File: src/rtl/wavetable_arbiter_if.sv
// Pipeline and ROM side signals of the wavetable arbiter.
// slave: arbiter view; master: pipelines plus ROM view.
interface wavetable_arbiter_if #(
  parameter int PIPELINE_COUNT = 8,
  parameter int ADDR_WIDTH     = 12,
  parameter int DATA_WIDTH     = 24
);
  logic [PIPELINE_COUNT-1:0]                 req;
  logic [PIPELINE_COUNT-1:0][ADDR_WIDTH-1:0] req_addr;
  logic [PIPELINE_COUNT-1:0]                 grant;
  logic                                      rom_en;
  logic [ADDR_WIDTH-1:0]                     rom_addr;
  logic [DATA_WIDTH-1:0]                     rom_data;
  logic [PIPELINE_COUNT-1:0]                 rsp_valid;
  logic [DATA_WIDTH-1:0]                     rsp_data;

  modport slave (
    input  req, req_addr, rom_data,
    output grant, rom_en, rom_addr,
    output rsp_valid, rsp_data
  );

  modport master (
    output req, req_addr, rom_data,
    input  grant, rom_en, rom_addr,
    input  rsp_valid, rsp_data
  );
endinterface

File: src/rtl/wavetable_arbiter.sv
// Round-robin share of one wavetable ROM read port among pipelines.
// Ports: clock_50_000_000, reset (sync, active-high), bus (slave):
//   req/req_addr in, grant out (comb), rom_en/rom_addr out (reg),
//   rom_data in, rsp_valid/rsp_data out (reg).
// Option WAVETABLE_ARBITER_STATS_EN adds stat_grants, stat_contention.
module wavetable_arbiter #(
  parameter int PIPELINE_COUNT = 8,
  parameter int ADDR_WIDTH     = 12,
  parameter int DATA_WIDTH     = 24,
  parameter int ROM_LATENCY    = 2
) (
  input  logic clock_50_000_000,
  input  logic reset,
`ifdef WAVETABLE_ARBITER_STATS_EN
  output logic [31:0] stat_grants,
  output logic [15:0] stat_contention,
`endif
  wavetable_arbiter_if.slave bus
);
  localparam int PW   = $clog2(PIPELINE_COUNT);
  localparam int TAGS = ROM_LATENCY + 1;
  localparam logic [PW-1:0] LAST = PW'(PIPELINE_COUNT - 1);

  typedef logic [PIPELINE_COUNT-1:0] vec_t;

  logic [PW-1:0]         ptr_q, ptr_d;
  logic [PW-1:0]         k_d;
  logic                  hit_d;
  vec_t                  grant_d;
  logic                  rom_en_q;
  logic [ADDR_WIDTH-1:0] rom_addr_q;
  vec_t [TAGS-1:0]       tag_q;
  vec_t                  rsp_valid_q;
  logic [DATA_WIDTH-1:0] rsp_data_q;

  // Rotating priority search starting at ptr_q.
  always_comb begin : arb
    int j;
    j       = 0;
    k_d     = ptr_q;
    hit_d   = 1'b0;
    grant_d = '0;
    ptr_d   = ptr_q;
    for (int i = 0; i < PIPELINE_COUNT; i++) begin
      j = int'(ptr_q) + i;
      if (j >= PIPELINE_COUNT) j = j - PIPELINE_COUNT;
      if (!hit_d && bus.req[j]) begin
        hit_d = 1'b1;
        k_d   = PW'(j);
      end
    end
    if (reset) hit_d = 1'b0;
    if (hit_d) begin
      grant_d[k_d] = 1'b1;
      ptr_d = (k_d == LAST) ? '0 : k_d + PW'(1);
    end
  end

  assign bus.grant     = grant_d;
  assign bus.rom_en    = rom_en_q;
  assign bus.rom_addr  = rom_addr_q;
  assign bus.rsp_valid = rsp_valid_q;
  assign bus.rsp_data  = rsp_data_q;

  // tag_q[0] lines up with rom_en; the last stage lines up with
  // valid rom_data, which is captured into the response register.
  always_ff @(posedge clock_50_000_000) begin
    if (reset) begin
      ptr_q       <= '0;
      rom_en_q    <= 1'b0;
      rom_addr_q  <= '0;
      tag_q       <= '0;
      rsp_valid_q <= '0;
      rsp_data_q  <= '0;
    end else begin
      ptr_q    <= ptr_d;
      rom_en_q <= hit_d;
      if (hit_d) rom_addr_q <= bus.req_addr[k_d];
      tag_q[0] <= grant_d;
      for (int i = 1; i < TAGS; i++) begin
        tag_q[i] <= tag_q[i-1];
      end
      rsp_valid_q <= tag_q[TAGS-1];
      if (|tag_q[TAGS-1]) rsp_data_q <= bus.rom_data;
    end
  end

`ifdef WAVETABLE_ARBITER_STATS_EN
  logic [31:0] grants_q;
  logic [15:0] cont_q;
  vec_t        req_m1;
  logic        multi;

  // Clearing the lowest set bit leaves a residue iff >=2 bits set.
  assign req_m1 = bus.req - vec_t'(1);
  assign multi  = |(bus.req & req_m1);

  always_ff @(posedge clock_50_000_000) begin
    if (reset) begin
      grants_q <= '0;
      cont_q   <= '0;
    end else begin
      if (hit_d) grants_q <= grants_q + 32'd1;
      if (multi && cont_q != 16'hFFFF) begin
        cont_q <= cont_q + 16'd1;
      end
    end
  end

  assign stat_grants     = grants_q;
  assign stat_contention = cont_q;
`endif
endmodule

File: src/flat_wrapper.sv
// flat-port wrapper written by rule: the top's interface ports become plain ports
module wavetable_arbiter_flat 
#(
  parameter int PIPELINE_COUNT = 8,
  parameter int ADDR_WIDTH     = 12,
  parameter int DATA_WIDTH     = 24,
  parameter int ROM_LATENCY    = 2
)
  (clock_50_000_000, reset, bus_req, bus_req_addr, bus_rom_data, bus_grant, bus_rom_en, bus_rom_addr, bus_rsp_valid, bus_rsp_data);
  wavetable_arbiter_if #(.PIPELINE_COUNT(PIPELINE_COUNT), .ADDR_WIDTH(ADDR_WIDTH), .DATA_WIDTH(DATA_WIDTH)) bus_i ();
  input  logic clock_50_000_000;
  input  logic reset;
  input wire logic [$bits(bus_i.req)-1:0] bus_req;
  input wire logic [$bits(bus_i.req_addr)-1:0] bus_req_addr;
  input wire logic [$bits(bus_i.rom_data)-1:0] bus_rom_data;
  output wire logic [$bits(bus_i.grant)-1:0] bus_grant;
  output wire logic [$bits(bus_i.rom_en)-1:0] bus_rom_en;
  output wire logic [$bits(bus_i.rom_addr)-1:0] bus_rom_addr;
  output wire logic [$bits(bus_i.rsp_valid)-1:0] bus_rsp_valid;
  output wire logic [$bits(bus_i.rsp_data)-1:0] bus_rsp_data;
  assign bus_i.req = bus_req;
  assign bus_i.req_addr = bus_req_addr;
  assign bus_i.rom_data = bus_rom_data;
  assign bus_grant = bus_i.grant;
  assign bus_rom_en = bus_i.rom_en;
  assign bus_rom_addr = bus_i.rom_addr;
  assign bus_rsp_valid = bus_i.rsp_valid;
  assign bus_rsp_data = bus_i.rsp_data;
  wavetable_arbiter #(.PIPELINE_COUNT(PIPELINE_COUNT), .ADDR_WIDTH(ADDR_WIDTH), .DATA_WIDTH(DATA_WIDTH), .ROM_LATENCY(ROM_LATENCY)) u_core (.clock_50_000_000(clock_50_000_000), .reset(reset), .bus(bus_i));
endmodule
File: config.mk
export PLATFORM = sky130hd
export DESIGN_NAME = wavetable_arbiter_flat
export DESIGN_NICKNAME = d
export VERILOG_FILES = /design/src/rtl/wavetable_arbiter_if.sv /design/src/rtl/wavetable_arbiter.sv /design/src/flat_wrapper.sv
export SDC_FILE = /design/constraint.sdc
export NUM_CORES = 1
export LEC_CHECK = 0
export ABC_CLOCK_PERIOD_IN_PS = 6650
export CAP_MARGIN = 40
export CELL_PAD_IN_SITES_DETAIL_PLACEMENT = 0
export CELL_PAD_IN_SITES_GLOBAL_PLACEMENT = 1
export CORE_UTILIZATION = 29
export CTS_BUF_LIST = sky130_fd_sc_hd__clkbuf_16
export CTS_CLUSTER_SIZE = 12
export DETAILED_ROUTE_END_ITERATION = 10
export HOLD_SLACK_MARGIN = 0.15
export PLACE_DENSITY_LB_ADDON = 0.12
export SETUP_SLACK_MARGIN = 0.4
export SLEW_MARGIN = 0
export SYNTH_ARGS = -nofsm -noshare
export SYNTH_HDL_FRONTEND = slang
export SYNTH_SLANG_ARGS = --single-unit
File: constraint.sdc
create_clock -name clock_50_000_000 -period 6.65 [get_ports clock_50_000_000]
set_input_delay 1.995 -clock clock_50_000_000 [delete_from_list [all_inputs] [get_ports clock_50_000_000]]
set_output_delay 1.995 -clock clock_50_000_000 [all_outputs]
set_load 0.05 [all_outputs]
Word-level counts from Yosys, hierarchy flattened:

Index checks and enable logic that the tools add are counted.

* flip-flop bits (word level): 72
* output and inout bits: 53
* input port bits: 130
* logic and storage cells: 114

* add/sub/neg operators: 16
* magnitude comparators: 18
* equal/unequal tests: 1
* mux-type cells: 55
* reduce and logical (&&, ||, !) cells: 16

Operators by type and width (count)
* 32-bit by 5-bit less-than comparator with 1-bit output, second input constant: 8
* 32-bit 2-to-1 mux: 8
* 32-bit by 5-bit greater-or-equal comparator with 1-bit output, second input constant: 7
* 32-bit by 5-bit subtractor with 32-bit output, second input constant: 7
* 12-bit binary-select mux with 3-bit select: 1
* 3-bit 2-to-1 mux: 9
* 1-bit 2-to-1 mux: 26
* 1-bit binary-select mux with 3-bit select: 8
* 3-bit by 3-bit adder with 4-bit output, second input constant: 4
* 12-bit 2-to-1 mux: 1
* 3-bit by 2-bit adder with 4-bit output, second input constant: 2
* 1-bit logical AND: 8
* 8-bit 2-to-1 mux: 1
* 8-bit OR reduction: 1
* 1-bit logical NOT: 7
* 3-bit by 4-bit subtractor with 5-bit output, second input constant: 1
* 3-bit by 1-bit adder with 4-bit output, second input constant: 1
* 3-bit by 4-bit greater-or-equal comparator with 1-bit output, second input constant: 1
* 3-bit by 4-bit less-than comparator with 1-bit output, second input constant: 1
* 3-bit by 1-bit adder with 3-bit output, second input constant: 1
* 1-bit demux with 3-bit select: 1
* 3-bit equality test, second input constant: 1
* 3-bit by 1-bit greater-or-equal comparator with 1-bit output, second input constant: 1

Depth between registers and ports, before layout:

Gate-level depths: netlist of run 1.

* word-level depth: 32
* gate-level depth with buffers: 18
* gate-level depth less buffers: 11

Worst setup path before layout of run 1:

Ideal clock, no wire load.

* path type: in2out
* from: input bus_req[2]
* to: output bus_grant[1]
* stages: 9
* slack: -1.096 ns
* path buffers: 1
* data required time: 4.655 ns
* arrival: 5.751 ns
* path through: mux2_1 mux4_2 nand2b_1 a211oi_1 a32oi_1 a32oi_1 o21ai_0 clkbuf_1 nor4_1

* word-level cells in the longest chain between the ends: 30
* elaborated cells on any way between the ends: 61
* those cells by class: order compare (2); mux (44); reduce/logical (15)

Ends and longest elaborated chain
* from (decl): RTL line flat_wrapper.sv:13 `input wire logic [$bits(bus_i.req)-1:0] bus_req;`
* 1-bit binary-select mux with 3-bit select: RTL line wavetable_arbiter.sv:47 `if (!hit_d && bus.req[j]) begin`
* 1-bit 2-to-1 mux (implied by the code) (2 in series): RTL line wavetable_arbiter.sv:47
* 1-bit 2-to-1 mux: RTL line wavetable_arbiter.sv:47
* 1-bit logical NOT: RTL line wavetable_arbiter.sv:47
* 1-bit logical AND: RTL line wavetable_arbiter.sv:47
* 1-bit 2-to-1 mux: RTL line wavetable_arbiter.sv:47
* 1-bit logical NOT: RTL line wavetable_arbiter.sv:47
* 1-bit logical AND: RTL line wavetable_arbiter.sv:47
* (+13 left out)
* 1-bit logical NOT: RTL line wavetable_arbiter.sv:47
* 1-bit logical AND: RTL line wavetable_arbiter.sv:47
* 3-bit 2-to-1 mux: RTL line wavetable_arbiter.sv:47
* 3-bit by 4-bit less-than comparator with 1-bit output (implied by the code) or 3-bit by 1-bit greater-or-equal comparator with 1-bit output (tied branches): RTL line wavetable_arbiter.sv:54 `grant_d[k_d] = 1'b1;`
* 1-bit logical AND (implied by the code): RTL line wavetable_arbiter.sv:54
* 1-bit 2-to-1 mux (implied by the code): RTL line wavetable_arbiter.sv:54
* 1-bit demux with 3-bit select
* 8-bit 2-to-1 mux (*): RTL line wavetable_arbiter.sv:53 `if (hit_d) begin`
* to (decl): RTL line flat_wrapper.sv:16 `output wire logic [$bits(bus_i.grant)-1:0] bus_grant;`

Mark *: on every way between the ends. The rest lies on a longest branch, timed or not. The select of a mux whose other input is x is not followed.

Worst setup path after layout of run 1:

* from: input bus_req[4]
* to: output bus_grant[6]

The elaborated chain is that of the path after synthesis.

==> results of run 1 <==
-- how the worst min path moves through the flow --
stage | startpoint | to | slack, ns
final | u_core.tag_q[6] | u_core.tag_q[14] | 0.43
after global placement | u_core.tag_q[13] | u_core.tag_q[21] | 0.42
after floorplan | u_core.tag_q[2] | u_core.tag_q[10] | 0.41
after detailed placement | u_core.tag_q[10] | u_core.tag_q[18] | 0.42
after global routing | u_core.tag_q[13] | u_core.tag_q[21] | 0.45
after CTS | u_core.tag_q[10] | u_core.tag_q[18] | 0.44
-- cell usage in the layout, fill, tap and decap left out, drive strengths merged, types with 13 or more instances in the layout --
master and n:
clkdlybuf4s50 165, buf 94, dfxtp 72, mux2i 66, nor2 43, nand2 39
mux2 31, nor2b 26, a32oi 14, a221o 13, nand3b 13, o211ai 13
-- power breakdown --
part           switching (W)  total (W)  internal [W]
clock network       0.000176   0.000424      0.000249
logic                0.00209    0.00385       0.00177
registers          0.0000459   0.000601      0.000555
-- timing repair --
item	4_1_cts	5_1_grt
endpoints found under the setup margin	8	8
pin swaps	12	2
resized for setup	64	4
buffers inserted	5	1
-- worst reg2reg max path: stages (launching register included) --
cell	delay, ns
dfxtp_1	0.33
inv_1	0.06
ha_1	0.68
mux2_4	0.37
mux4_2	0.56
a32o_2	0.29
buf_4	0.16
a211oi_4	0.30
buf_4	0.43
nor2_1	0.08
buf_4	0.23
a221o_1	0.43
a32oi_1	0.23
o211ai_1	0.11
-- flip-flops by register name (all words and copies together) (netlist names) --
register	cells
u_core.tag_q	24
u_core.bus.rom_en	1
u_core.bus.rom_addr	12
u_core.bus.rsp_data	24
u_core.bus.rsp_valid	8
u_core.ptr_q	3
-- stage by stage --
step	util, %	TNS, ns	instances
CTS	48.9	0	950
global placement	46.5	-3.23	929
detailed placement	46.5	-3.73	929
global route	49.1	0	951
floorplan	-	0	500
finish	49.1	0	952
-- area by class of cell --
class	instances	area (µm²)
Fill cell	1455	8050
Multi-Input combinational cell	381	3280
Timing Repair Buffer	259	2490
Sequential cell	72	1440
Tap cell	216	270
Clock buffer	9	225
Clock inverter	7	38.8
Inverter	7	26.3
Antenna cell	1	2.50
-- cells by family after synthesis --
logic type,after synthesis
AO/OA/AOI/OAI,92
multiplexers,109
adder cells (fa/ha/maj),2
buffers and inverters,47
AND/OR/NAND/NOR,171
flip-flops,72
XOR/XNOR,7
-- routing by layer --
layer	vias up	part of all wire, %
li1	2352	-
met1	2293	48
met2	174	46
met3	18	4.8
met4	0	1.4
met5	-	0
==> metrics.md, run 1 <==
| Metric | Value |
|---|---|
| Status | `completed` |
| H-tree depth | `3` |
| DR DRC count | `0` |
| Hold_buf cts | `0` |
| Final slew viol count | `0` |
| WP depth | `11` |
| Global route overflow | `0` |
| Synth Area in Adders | `0.535%` |
| Fin area | `7770 µm²` |
| R2R setup slack | `2.28 ns` |
| Critical register-to-register path endpoint | `u_core.bus.rom_addr[9]` |
| Share of the synthesized area in the top cell type | `30.8%` |
| RePlAce Congestion | `0.860` |
| WP buf/inv | `3` |
| Rel. slew slack | `58.6%` |
| Synth Instances | `500` |
| Power, Total | `0.00488 W` |
| Netlist cell types | `54` |
| EDFF count, synth | `0` |
| CTS buffer count | `9` |
| Crit path largest cell delay | `0.55 ns` |
| Post-route ant nets | `0` |
| Crit Path Class | `primary input to output port` |
| P&R area growth vs syn | `66.1%` |
| Ys async rst share | `0%` |
| Clock skew | `0.00759 ns` |
| Clock sinks | `72` |
| CP endpoint | `bus_grant[6]` |
| Drt first-iter violations | `308` |
| CP Launch Type | `primary input` |
| Wire per inst | `16.5 µm` |
| GRT busiest layer | `met2` |
| Syn Nets | `632` |
| DRT Pass-1 Iters | `5` |
| Least-Margin Pin Slew | `0.621 ns` |
| Nets | `862` |
| Max-Cap Viols | `0` |
| Tightest Hold Check Type | `flip-flop to flip-flop` |
| Nature of the critical path endpoint | `output port` |
| Layout cells sized above 1 | `25.9%` |
| Port bufs | `182` |
| Dpl ws | `-0.531 ns` |
| R2R cell count | `13` |
| Hold path depth | `1` |
| Post-DP HPWL | `12.2 mm` |
| Largest family of logic cells by synthesized area | `multiplexers` |
| Crit-path max FO | `7` |
| Final wirelength | `15.7 mm` |
| Slowest CP cell | `mux4_2` |
| Count leader, synth | `dfxtp_1` |
| Synth area leader | `dfxtp_1` |
| DR vias/cell | `5.08` |
| First-pass GRT wire length | `24.0 mm` |
| Area after DPL | `7370 µm²` |
| CTS tree | `done` |
| Clock root cell | `clkbuf_16` |
| Worst-path cell chain | `buf_6 -> mux2_4 -> mux4_2 -> a32o_2 -> a21o_1 -> a32oi_1 -> a32oi_2 -> buf_4 -> o21ai_4 -> and3_2 -> buf_12` |
| Crit path arrival time | `4.51 ns` |
| Die Y | `129 µm` |
| Cell area after synthesis | `4680 µm²` |
| Vias in the first global route | `4567` |
| Worst Setup SP | `bus_req[4]` |
| Ratio of final minimum period to clock period | `97.8%` |
| Core ar. | `15800 µm²` |
| Met1 Track Usage GR | `26.1%` |
| Routing usage on met3 | `3.43%` |
| Main synth FF type | `dfxtp_1` |
| Max frequency | `0.154 GHz` |
| Hold Fails Final Rpt | `0` |
| Reg-to-reg startpoint | `u_core.ptr_q[1]` |
| WP data required | `4.66 ns` |
| Maximum VDD drop | `0.291 mV` |
| Die area | `16700 µm²` |
| Crit-path leading delay family | `compound AO/OA/AOI/OAI gates` |
| Initial Util | `29.6%` |
| Period minus WS final | `6.51 ns` |
| IO Count | `183` |
| P_leak | `3.05 nW` |
| Initial antenna violation count | `1` |
| All-Layer GR Usage | `18.7%` |
| Post-synthesis mux area share | `27.3%` |
| Compound-cell area share of the yosys netlist | `16.4%` |
| Simple logic cell fraction of the synthesized area | `18.6%` |
| Most frequent cells after synthesis | `dfxtp_1, mux2i_1, nor2_1` |
| Synth warnings | `0` |
| Pwr dens | `628 nW/µm²` |
| Via count | `4837` |
| Worst hold slack | `0.430 ns` |
| Clock transition at path regs | `0.05 ns` |
| Post-Synth XOR/XNOR Area | `1.71%` |
| Die X | `129 µm` |
| Largest net degree at the start of global routing | `49` |
| Average size of a mapped cell | `9.36 µm²` |
| Clock Path Buffers | `2` |
| Seq/Total Area, Yosys | `30.8%` |
| RSZ-0062 raised after global routing | `true` |
| Cell row count | `46` |
| Clk_lat worst skew | `0.33 ns` |
| Setup Viol. Count Final | `0` |
| Final Worst Setup Slack | `0.143 ns` |
| Largest cells by area after synthesis | `dfxtp_1, mux2i_1, mux2_2` |
| Routing usage on met2 | `29.4%` |
| #FFs+latches synth | `72` |
(Power assumes the default switching activity.)
==> inputs of run 2 (changes only) <==
Settings changed: SLEW_MARGIN 0 to 10.
==> results of run 2 <==
No change in the layout: final DEF, timing and power equal those of run 1.
